**config.mk**
```make
export PLATFORM = sky130hd
export DESIGN_NAME = sh_dump_ctrl
export DESIGN_NICKNAME = d
export VERILOG_FILES = /design/src/rtl/sh_dump_pkg.sv /design/src/rtl/sh_dump_ctrl_packer.sv /design/src/rtl/sh_dump_ctrl.sv
export SDC_FILE = /design/constraint.sdc
export NUM_CORES = 1
export LEC_CHECK = 0
export ABC_AREA = 0
export CAP_MARGIN = 0
export CORE_MARGIN = 5
export CORE_UTILIZATION = 46
export DETAILED_ROUTE_END_ITERATION = 10
export PLACE_DENSITY = 0.77
export REMOVE_ABC_BUFFERS = 1
export SYNTH_ARGS = -nofsm -noshare
export SYNTH_HDL_FRONTEND = slang
export SYNTH_SLANG_ARGS = --single-unit
```
**constraint.sdc**
```tcl
create_clock -name gclk -period 4.1 [get_ports gclk]
set_input_delay 1.23 -clock gclk [delete_from_list [all_inputs] [get_ports gclk]]
set_output_delay 1.23 -clock gclk [all_outputs]
set_load 0.02 [all_outputs]
```
**src/rtl/sh_dump_pkg.sv**
```systemverilog
// Shared definitions for the shadow-dump sequencer: FSM state encoding,
// chain index width and default phase/timeout cycle counts.
package sh_dump_pkg;

  localparam int CHAIN_IDX_W    = 5;
  localparam int TMR_W          = 12;
  localparam int SH_RST_CYC_DEF = 4;
  localparam int CAP_CYC_DEF    = 1;
  localparam int TIMEOUT_DEF    = 4095;

  typedef enum logic [2:0] {
    ST_IDLE  = 3'd0,
    ST_SHRST = 3'd1,
    ST_CAPT  = 3'd2,
    ST_SEL   = 3'd3,
    ST_DUMP  = 3'd4,
    ST_FLUSH = 3'd5,
    ST_FIN   = 3'd6
  } state_e;

endpackage

```
**src/rtl/sh_dump_ctrl_packer.sv**
```systemverilog
// sh_word_packer: collects serial chain bits LSB-first into a word and hands
// full or flushed words to a registered valid/ready output stage.
//   clear          discard the partially filled word
//   bit_valid/in   one chain bit, stored at position cnt
//   flush_req      emit the partial word (last=1, nbits=cnt) once any full
//                  word has moved out; flush_ack marks that hand-off
//   chain_in       chain index tagged onto loaded words
//   full_next /
//   out_valid_next next-cycle packer-full and output-occupied, for stalling
//   out_*          output register
module sh_word_packer
  import sh_dump_pkg::*;
#(
  parameter int WORD_W = 32,
  parameter int CNT_W  = 6
) (
  input  logic                   clk,
  input  logic                   rst_n,
  input  logic                   clear,
  input  logic                   bit_valid,
  input  logic                   bit_in,
  input  logic                   flush_req,
  input  logic [CHAIN_IDX_W-1:0] chain_in,
  input  logic                   out_ready,
  output logic                   full_next,
  output logic                   out_valid_next,
  output logic                   flush_ack,
  output logic                   out_valid,
  output logic [WORD_W-1:0]      out_data,
  output logic [CHAIN_IDX_W-1:0] out_chain,
  output logic                   out_last,
  output logic [CNT_W-1:0]       out_nbits
);

  localparam int IDX_W = $clog2(WORD_W);

  logic [WORD_W-1:0]      sh_q, sh_d, base_sh;
  logic [CNT_W-1:0]       cnt_q, cnt_d, base_cnt;
  logic                   out_valid_q, out_valid_d;
  logic [WORD_W-1:0]      out_data_q, out_data_d;
  logic [CHAIN_IDX_W-1:0] out_chain_q, out_chain_d;
  logic                   out_last_q, out_last_d;
  logic [CNT_W-1:0]       out_nbits_q, out_nbits_d;
  logic                   full, can_load, move_full, move_flush, move;

  always_comb begin
    full       = (cnt_q == CNT_W'(WORD_W));
    can_load   = !out_valid_q || out_ready;
    move_full  = full && can_load && !clear;
    // A pending full word always leaves first, so a flush after a chain that
    // ended on a word boundary yields an nbits=0 closing word.
    move_flush = flush_req && !full && can_load && !clear;
    move       = move_full || move_flush;

    base_sh  = move ? '0 : sh_q;
    base_cnt = move ? '0 : cnt_q;
    sh_d     = base_sh;
    cnt_d    = base_cnt;
    if (clear) begin
      sh_d  = '0;
      cnt_d = '0;
    end else if (bit_valid) begin
      sh_d[base_cnt[IDX_W-1:0]] = bit_in;
      cnt_d = base_cnt + CNT_W'(1);
    end

    out_valid_d = out_valid_q;
    out_data_d  = out_data_q;
    out_chain_d = out_chain_q;
    out_last_d  = out_last_q;
    out_nbits_d = out_nbits_q;
    if (move) begin
      out_valid_d = 1'b1;
      out_data_d  = sh_q;
      out_chain_d = chain_in;
      out_last_d  = move_flush;
      out_nbits_d = cnt_q;
    end else if (out_ready) begin
      out_valid_d = 1'b0;
    end

    full_next      = (cnt_d == CNT_W'(WORD_W));
    out_valid_next = out_valid_d;
    flush_ack      = move_flush;
  end

  always_ff @(posedge clk or negedge rst_n) begin
    if (!rst_n) begin
      sh_q        <= '0;
      cnt_q       <= '0;
      out_valid_q <= 1'b0;
      out_data_q  <= '0;
      out_chain_q <= '0;
      out_last_q  <= 1'b0;
      out_nbits_q <= '0;
    end else begin
      sh_q        <= sh_d;
      cnt_q       <= cnt_d;
      out_valid_q <= out_valid_d;
      out_data_q  <= out_data_d;
      out_chain_q <= out_chain_d;
      out_last_q  <= out_last_d;
      out_nbits_q <= out_nbits_d;
    end
  end

  assign out_valid = out_valid_q;
  assign out_data  = out_data_q;
  assign out_chain = out_chain_q;
  assign out_last  = out_last_q;
  assign out_nbits = out_nbits_q;

endmodule

```
**src/rtl/sh_dump_ctrl.sv**
```systemverilog
// sh_dump_ctrl: host-commanded shadow-capture sequencer. Pulses sh_rst, then
// c_en, then drains each chain of the latched mask in ascending order,
// streaming packed 32-bit words on dout_* (valid/ready).
//   cmd_*        start/mask in; busy, done pulse, sticky timeout error out
//   sh_rst/c_en/dump_en, sh_out*  shadow-chain interface (one active at a time)
//   dout_*       packed word stream: data (first bit in bit 0), chain, last, nbits
module sh_dump_ctrl
  import sh_dump_pkg::*;
#(
  parameter int NCHAIN     = 32,
  parameter int WORD_W     = 32,
  parameter int SH_RST_CYC = SH_RST_CYC_DEF,
  parameter int CAP_CYC    = CAP_CYC_DEF,
  parameter int TIMEOUT    = TIMEOUT_DEF
) (
  input  logic                   gclk,
  input  logic                   reset_l,
  input  logic                   cmd_start,
  input  logic [NCHAIN-1:0]      cmd_mask,
  output logic                   cmd_busy,
  output logic                   cmd_done,
  output logic                   cmd_err,
  output logic [CHAIN_IDX_W-1:0] err_chain,
  output logic                   sh_rst,
  output logic                   c_en,
  output logic [NCHAIN-1:0]      dump_en,
  input  logic [NCHAIN-1:0]      sh_out,
  input  logic [NCHAIN-1:0]      sh_out_vld,
  input  logic [NCHAIN-1:0]      sh_out_done,
  output logic                   dout_valid,
  input  logic                   dout_ready,
  output logic [WORD_W-1:0]      dout_data,
  output logic [CHAIN_IDX_W-1:0] dout_chain,
  output logic                   dout_last,
  output logic [5:0]             dout_nbits
);

  state_e                 state_q, state_d;
  logic [NCHAIN-1:0]      mask_q, mask_d;
  logic [CHAIN_IDX_W-1:0] sel_q, sel_d, low_idx;
  logic [TMR_W-1:0]       tmr_q, tmr_d;
  logic                   busy_q, busy_d;
  logic                   done_q, done_d;
  logic                   err_q, err_d;
  logic [CHAIN_IDX_W-1:0] err_chain_q, err_chain_d;
  logic                   sh_rst_q, sh_rst_d;
  logic                   c_en_q, c_en_d;
  logic [NCHAIN-1:0]      dump_en_q, dump_en_d;
  logic                   found, bit_acc, chain_done;
  logic                   pk_clear, pk_flush, pk_flush_ack;
  logic                   pk_full_next, pk_out_valid_next;

  always_comb begin
    found   = 1'b0;
    low_idx = '0;
    for (int unsigned i = 0; i < NCHAIN; i++) begin
      if (!found && mask_q[i]) begin
        found   = 1'b1;
        low_idx = CHAIN_IDX_W'(i);
      end
    end

    // dump_en_q is only ever nonzero in DUMP, so these imply that state.
    bit_acc    = dump_en_q[sel_q] && sh_out_vld[sel_q];
    chain_done = dump_en_q[sel_q] && sh_out_done[sel_q];

    state_d     = state_q;
    mask_d      = mask_q;
    sel_d       = sel_q;
    tmr_d       = tmr_q;
    busy_d      = busy_q;
    done_d      = 1'b0;
    err_d       = err_q;
    err_chain_d = err_chain_q;
    pk_clear    = 1'b0;
    pk_flush    = 1'b0;

    unique case (state_q)
      ST_IDLE: begin
        if (cmd_start) begin
          mask_d      = cmd_mask;
          err_d       = 1'b0;
          err_chain_d = '0;
          busy_d      = 1'b1;
          tmr_d       = '0;
          state_d     = ST_SHRST;
        end
      end
      ST_SHRST: begin
        if (tmr_q == TMR_W'(SH_RST_CYC - 1)) begin
          tmr_d   = '0;
          state_d = ST_CAPT;
        end else begin
          tmr_d = tmr_q + TMR_W'(1);
        end
      end
      ST_CAPT: begin
        if (tmr_q == TMR_W'(CAP_CYC - 1)) begin
          tmr_d   = '0;
          state_d = ST_SEL;
        end else begin
          tmr_d = tmr_q + TMR_W'(1);
        end
      end
      ST_SEL: begin
        if (!found) begin
          state_d = ST_FIN;
        end else begin
          sel_d   = low_idx;
          mask_d  = mask_q & (mask_q - NCHAIN'(1));
          tmr_d   = '0;
          state_d = ST_DUMP;
        end
      end
      ST_DUMP: begin
        if (chain_done) begin
          state_d = ST_FLUSH;
        end else if (bit_acc || dump_en_q == '0) begin
          tmr_d = '0;
        end else if (tmr_q == TMR_W'(TIMEOUT - 1)) begin
          err_d       = 1'b1;
          err_chain_d = sel_q;
          pk_clear    = 1'b1;
          state_d     = ST_FIN;
        end else begin
          tmr_d = tmr_q + TMR_W'(1);
        end
      end
      ST_FLUSH: begin
        pk_flush = 1'b1;
        if (pk_flush_ack) state_d = ST_SEL;
      end
      ST_FIN: begin
        if (!dout_valid) begin
          done_d  = 1'b1;
          busy_d  = 1'b0;
          state_d = ST_IDLE;
        end
      end
      default: state_d = ST_IDLE;
    endcase

    // Outputs are registered from the next state. dump_en is withheld for a
    // cycle in which the packer will be full and the output still occupied.
    sh_rst_d  = (state_d == ST_SHRST);
    c_en_d    = (state_d == ST_CAPT);
    dump_en_d = '0;
    if (state_d == ST_DUMP && !(pk_full_next && pk_out_valid_next))
      dump_en_d[sel_d] = 1'b1;
  end

  always_ff @(posedge gclk or negedge reset_l) begin
    if (!reset_l) begin
      state_q     <= ST_IDLE;
      mask_q      <= '0;
      sel_q       <= '0;
      tmr_q       <= '0;
      busy_q      <= 1'b0;
      done_q      <= 1'b0;
      err_q       <= 1'b0;
      err_chain_q <= '0;
      sh_rst_q    <= 1'b0;
      c_en_q      <= 1'b0;
      dump_en_q   <= '0;
    end else begin
      state_q     <= state_d;
      mask_q      <= mask_d;
      sel_q       <= sel_d;
      tmr_q       <= tmr_d;
      busy_q      <= busy_d;
      done_q      <= done_d;
      err_q       <= err_d;
      err_chain_q <= err_chain_d;
      sh_rst_q    <= sh_rst_d;
      c_en_q      <= c_en_d;
      dump_en_q   <= dump_en_d;
    end
  end

  sh_word_packer #(
    .WORD_W (WORD_W),
    .CNT_W  (6)
  ) u_packer (
    .clk            (gclk),
    .rst_n          (reset_l),
    .clear          (pk_clear),
    .bit_valid      (bit_acc),
    .bit_in         (sh_out[sel_q]),
    .flush_req      (pk_flush),
    .chain_in       (sel_q),
    .out_ready      (dout_ready),
    .full_next      (pk_full_next),
    .out_valid_next (pk_out_valid_next),
    .flush_ack      (pk_flush_ack),
    .out_valid      (dout_valid),
    .out_data       (dout_data),
    .out_chain      (dout_chain),
    .out_last       (dout_last),
    .out_nbits      (dout_nbits)
  );

  assign cmd_busy  = busy_q;
  assign cmd_done  = done_q;
  assign cmd_err   = err_q;
  assign err_chain = err_chain_q;
  assign sh_rst    = sh_rst_q;
  assign c_en      = c_en_q;
  assign dump_en   = dump_en_q;

endmodule
```
; Yosys cells after proc, flatten, opt, wreduce, memory -nomap -nowiden
; Cells that the tools add are included.
[word_totals]
reg_bits = 177
input_bits = 132
output_inout_bits = 87
word_cells = 266
[classes]
add_sub_neg = 3
order_cmp = 5
n_eq_ne = 20
muxes = 128
n_bitwise = 1
reduce_logical = 91
[op_table]
columns = operator, n
row1 = two-way mux 32 bit, 6
row2 = two-way mux 5 bit, 35
row3 = two-way mux 12 bit, 7
row4 = one-hot mux 32 bit (2 select lines), 1
row5 = one-hot mux 12 bit (5 select lines), 1
row6 = two-way mux 1 bit, 54
row7 = logical AND 1 bit, 42
row8 = logical NOT 1 bit, 35
row9 = bitwise AND 32 bit, 1
row10 = bitwise mux 32 bit, 1
row11 = logical NOT 32 bit, 1
row12 = "subtractor 32 x 1 -> 32 bit, second input constant", 1
row13 = two-way mux 3 bit, 8
row14 = one-hot mux 3 bit (7 select lines), 1
row15 = binary-select mux 1 bit (select 5 bit), 4
row16 = "less-than comparator 5 x 6 -> 1 bit, second input constant", 3
row17 = two-way mux 6 bit, 3
row18 = "adder 12 x 1 -> 12 bit, second input constant", 1
row19 = "== test 12 bit, second input constant", 1
row20 = "== test 12 x 2 -> 1 bit, second input constant", 1
row21 = "== test 3 bit, second input constant", 4
row22 = "== test 6 bit, second input constant", 2
row23 = logical NOT 12 bit, 1
row24 = "!= test 2 bit, second input constant", 6
row25 = 15 further kinds, 28

; Logic depth before layout (Yosys ltp)
[depth]
ltp_word = 101
depth_mapped = 19
mapped_depth_nobuf = 16

; By module
; From an unflattened synthesis, not the netlist that was laid out.
[hier_totals]
cells_unflattened = 901
hier_area_um2 = 9515.4
[by_module_without_submodules]
columns = module, instances, cells_per_inst, area_per_inst_um2, seq_area_each_um2
row1 = sh_dump_ctrl, 1, 591, 5765.5, 2352.3
row2 = sh_word_packer, 1, 310, 3749.8, 2077.0

; Least setup slack after synthesis
; No wires, ideal clock.
[synth_timing]
path_kind = input port to flip-flop
startpoint = input port sh_out_vld[31]
endpoint = register dump_en_q[31] (netlist: dump_en[31])
setup_time_ns = 0.140
arrival_ns = 4.857
required_ns = 3.960
path_slack_ns = -0.898
path_stages = 16
n_path_buf = 1
path_cell_list = mux4_2 mux4_2 mux2i_1 a21oi_2 o21ai_2 nand2_1 inv_1 ha_1 nand2_1 xor2_1 nand2_1 or4_1 a32o_1 nor4_4 buf_2 nor4b_1
[synth_via]
elab_chain_cells = 19
elab_cells_between_ends = 26
classes_between = add/sub: 1 / eq/ne: 2 / mux: 14 / reduce/logical: 9
[synth_rtl]
columns = element, line_no
row1 = "start, declared", sh_dump_ctrl.sv:28  ; input logic [NCHAIN-1:0] sh_out_vld,
row2 = binary-select mux 1 bit (select 5 bit) *, sh_dump_ctrl.sv:64  ; bit_acc = dump_en_q[sel_q] && sh_out_vld[sel_q];
row3 = two-way mux 1 bit (not written as such) *, sh_dump_ctrl.sv:64
row4 = logical AND 1 bit *, sh_dump_ctrl.sv:64
row5 = logical OR 1 bit, sh_dump_ctrl.sv:118  ; end else if (bit_acc || dump_en_q == '0) begin
row6 = two-way mux 1 bit, sh_dump_ctrl.sv:118
row7 = two-way mux 1 bit, sh_dump_ctrl.sv:116  ; if (chain_done) begin
row8 = two-way mux 1 bit, sh_dump_ctrl.sv:78  ; unique case (state_q)
row9 = logical NOT 1 bit, "sh_dump_ctrl_packer.sv:49, sh_dump_ctrl_packer.sv:52"
row10 = [... 4 more ...], n/a
row11 = two-way mux 6 bit, sh_dump_ctrl_packer.sv:62  ; end else if (bit_valid) begin
row12 = two-way mux 6 bit, sh_dump_ctrl_packer.sv:59  ; if (clear) begin
row13 = == test 6 bit, sh_dump_ctrl_packer.sv:82  ; full_next = (cnt_d == CNT_W'(WORD_W));
row14 = logical AND 1 bit, sh_dump_ctrl.sv:148  ; if (state_d == ST_DUMP && !(pk_full_next && pk_out_valid_next))
row15 = logical NOT 1 bit, sh_dump_ctrl.sv:148
row16 = logical AND 1 bit *, sh_dump_ctrl.sv:148
row17 = two-way mux 32 bit *, sh_dump_ctrl.sv:148
row18 = net dump_en_d[31], sh_dump_ctrl.sv:48  ; logic [NCHAIN-1:0] dump_en_q, dump_en_d;
row19 = "end signal, assigned", sh_dump_ctrl.sv:176  ; dump_en_q <= dump_en_d;
row20 = "end, declared", sh_dump_ctrl.sv:48
; The timed path passes the listed nets; every way through them passes the cells marked *. The select of a mux whose other input is x is not followed.
; A chain may end at the register's enable or synchronous reset.

; Worst setup path in the final report
[layout_timing]
startpoint = input port sh_out_done[30]
endpoint = register dump_en_q[5] (netlist: dump_en[5])
[layout_via]
elab_chain_cells = 17
elab_cells_between_ends = 23
classes_between = add/sub: 1 / eq/ne: 2 / mux: 12 / reduce/logical: 8
[layout_rtl]
columns = element, line_no
row1 = "start, declared", sh_dump_ctrl.sv:29  ; input logic [NCHAIN-1:0] sh_out_done,
row2 = binary-select mux 1 bit (select 5 bit) *, sh_dump_ctrl.sv:65  ; chain_done = dump_en_q[sel_q] && sh_out_done[sel_q];
row3 = two-way mux 1 bit (not written as such) *, sh_dump_ctrl.sv:65
row4 = logical AND 1 bit *, sh_dump_ctrl.sv:65
row5 = two-way mux 1 bit, sh_dump_ctrl.sv:116
row6 = two-way mux 1 bit, sh_dump_ctrl.sv:78
row7 = logical NOT 1 bit, "sh_dump_ctrl_packer.sv:49, sh_dump_ctrl_packer.sv:52"
row8 = "logical AND 1 bit, on equally long branches", "sh_dump_ctrl_packer.sv:49, sh_dump_ctrl_packer.sv:52"
row9 = logical OR 1 bit, sh_dump_ctrl_packer.sv:53  ; move = move_full || move_flush;
row10 = [... 2 more ...], n/a
row11 = two-way mux 6 bit, sh_dump_ctrl_packer.sv:62
row12 = two-way mux 6 bit, sh_dump_ctrl_packer.sv:59
row13 = == test 6 bit, sh_dump_ctrl_packer.sv:82
row14 = logical AND 1 bit, sh_dump_ctrl.sv:148
row15 = logical NOT 1 bit, sh_dump_ctrl.sv:148
row16 = logical AND 1 bit *, sh_dump_ctrl.sv:148
row17 = two-way mux 32 bit *, sh_dump_ctrl.sv:148
row18 = net dump_en_d[5], sh_dump_ctrl.sv:48
; Marks and branches as above.

==> flow_metrics.tcl <==
set metrics [dict create \
    n_fill_cell 1612 \
    syn_inst 885 \
    nets 1276 \
    dr.first_iter.drc_count 742 \
    mappedNetlistArea_um2 9545 \
    ctsHoldBuffers 0 \
    dp_hpwl_um 20850 \
    rrSetupSlack_ns -0.17 \
    antenna_found_initial 0 \
    path_max_fanout 8 \
    port_buffers 218 \
    drtPass1Iterations 5 \
    final_util 0.6408 \
    cts_tree "yes" \
    via_per_inst 5.972 \
    path_delay_family "multiplexers" \
    clock_path_buffers 2 \
    holdPathStages 1 \
    fin_skew_ns 0.01175 \
    drc 0 \
    holdCritStartpoint "u_packer.out_data[12]$_DFFE_PN0P_" \
    num_rows 52 \
    multi_input_area_um2 4913 \
    finalHoldViolCount 0 \
    globalRouteTotalUtil 0.2458 \
    n_antenna_cell 0 \
    ff2ff_path_depth 19 \
    wl_per_cell_um 20.86 \
    crit_cells 19 \
    endpoint_kind "flop" \
    core_um2 20360 \
    dieArea_um2 23730 \
    first_global_vias 8585 \
    cts-root-buf "clkbuf_16" \
    totalWireLength_um 29630 \
    place_congestion 0.8831 \
    p_per_area_nw_per_um2 606.6 \
    tightest_slew_ns 0.8016 \
    area_growth_pct 36.71 \
    r2r-end "dump_en[5]$_DFF_PN0_" \
    arrival_ns 4.74 \
    dp_cells 1373 \
    synth_enable_flop_cells 0 \
    final_common_cell "dfrtp_1" \
    grt_overflow 0 \
    power_uw 7916 \
    p_leak_uw 0.005752 \
    path_cells "buf_6 -> mux4_2 -> mux4_2 -> mux2i_2 -> buf_4 -> a21oi_4 -> o21ai_4 -> nand2_2 -> inv_2 -> ha_4 -> nand2_2 -> xor2_1 -> nand2_1 -> or4_1 -> a32o_2 -> nor4_4 -> buf_6 -> clkbuf_16 -> nor4_1" \
    slowest_delay_ns 0.51 \
    clk_latency_ns 0.44 \
    ant_nets 0 \
    drv_slew 0 \
    fin_crit_sh 1.079 \
    slowest_stage "or4_1" \
    finalNonFillerCells 1420 \
    ir_drop_uv 438.9 \
    io_pins 219 \
    clock-sinks 177 \
    clkTransAtPathRegs_ns 0.08 \
    grt_max_degree 88 \
    holdCritPathClass "flop to flop" \
    slew_headroom 0.4656 \
    grt_pass1_wl_um 46870 \
    drive_above_1_share 0.2617 \
    critPathLaunchType "primary input" \
    place_ws_ns -1.139 \
    synth_async_sr_flop_share 1.000 \
    synth_warnings 0 \
    die_y_um 154.1 \
    seq_area_um2 4431 \
    synth_top_area_share 0.4640 \
    rsz0062_at_grt "true" \
    critical_path_buf_inv_count 5 \
    worst_slack_ns -0.3251 \
    critical_path_required_ns 4.42 \
    numCtsBuffers 17 \
    fin_crit_ns 4.425 \
    netlist-cell-type-count 73 \
    synth_area_per_cell_um2 10.79 \
    crit-reg2reg-launch "sel_q[1]$_DFF_PN0_" \
    max_freq_ghz 0.2260 \
    final_cell_mix "dfrtp_1, clkdlybuf4s50_1, nor2_1" \
    ys_seq_area_frac 0.4640 \
    synth-main-ff-cell "dfrtp_1" \
    worstSetupPathType "primary input to flop" \
    max_cap_viol_count 0 \
    ys_ff_latch 177 \
    hold_end "u_packer.out_data[12]$_DFFE_PN0P_" \
    route.vias.total 8480 \
    status "finished with violations" \
    start_util 0.4687 \
    setup_viol 32 \
    htreeDepth 4 \
    die_w_um 154.1 \
    yosysTopAreaCell "dfrtp_1" \
    synthTopCellsByArea "dfrtp_1, mux4_2, mux2_2" \
    violations "negative setup slack" \
]
-- how the worst max path moves through the flow --
stage / startpoint / end / slack, ns
after floorplan: sel_q[1]$_DFF_PN0_ / dump_en[0]$_DFF_PN0_ / -3.22
after global placement: sh_out_done[29] / dump_en[24]$_DFF_PN0_ / -1.11
after detailed placement: sh_out_done[28] / dump_en[2]$_DFF_PN0_ / -1.14
after CTS: sh_out_done[30] / dump_en[30]$_DFF_PN0_ / -0.40
after global routing: sh_out_done[30] / dump_en[9]$_DFF_PN0_ / -0.43
final: sh_out_done[30] / dump_en[5]$_DFF_PN0_ / -0.33
-- registers in the layout, summed over array words and instances (netlist names), 3 cells and up --
| register | cells |
|---|---|
| dump_en | 32 |
| err_chain | 5 |
| mask_q | 32 |
| sel_q | 5 |
| state_q | 3 |
| tmr_q | 12 |
| u_packer.cnt_q | 6 |
| u_packer.out_chain | 5 |
| u_packer.out_data | 32 |
| u_packer.out_nbits | 6 |
| u_packer.sh_q | 32 |
-- synth_stat cells, types with 5 or more instances --
master	instances
or4_1	7
clkbuf_1	34
nand2b_1	10
nor4_1	48
nor2_1	72
ha_1	7
buf_2	15
nor3_1	20
o31ai_1	6
mux2_2	43
o22ai_1	11
nor2b_1	6
dfrtp_1	177
nand4_1	7
nand3_1	58
inv_1	28
nand2_1	53
a31oi_1	11
nor4_2	6
mux4_2	40
a22o_1	26
mux2i_1	33
o21ai_0	50
and3_1	5
a21oi_1	26
-- timing repair --
action / in CTS / in global routing
setup endpoints to repair: 32 / 41
gates cloned: 2 / 1
buffers inserted: 19 / 3
pin swaps: 2 / 14
gates resized for setup: 218 / 26
-- cell families after synthesis --
kind of cell / Yosys count / synth area share
mux: 116 / 0.1797
fa+ha+maj: 7 / 0.009175
buf+inv: 88 / 0.04024
simple gates: 326 / 0.1863
compound gates: 166 / 0.1160
flops: 177 / 0.4640
xor+xnor: 5 / 0.004589
-- area by class of cell --
type,instances,share of cell area
Inverter,30,0.008725
Clock inverter,15,0.01496
Sequential cell,177,0.3395
Timing Repair Buffer,291,0.2018
Tap cell,270,0.02589
Multi-Input combinational cell,620,0.3765
Clock buffer,17,0.03260
-- stage by stage --
stage | TNS, ns | instance area (µm²) | hold slack [ns]
2_1_floorplan | -200.00 | 9275 | 0.4674
3_3_place_gp | -47.49 | 12360 | 0.4844
3_5_place_dp | -50.29 | 12360 | 0.4915
4_1_cts | -12.88 | 12990 | 0.5092
5_1_grt | -13.49 | 13050 | 0.5278
6_report | -9.999 | 13050 | 0.5094
-- metal layers --
layer  track usage  wire (µm)  up-vias
met4       0.07485        835        0
li1              -          -     3847
met5             0          0        -
met1        0.3336      12550     4223
met3       0.04890       1787       63
met2        0.4008      14460      347
-- where the power goes --
part | total [µW] | switching [µW] | internal (µW) | leakage [µW]
logic | 3840 | 2120 | 1710 | 0.00307
clock network | 1680 | 840 | 844 | 0.000298
registers | 2390 | 381 | 2010 | 0.00239
total | 7920 | 3340 | 4570 | 0.00575
Note: power is estimated with default switching activity, not from simulation.
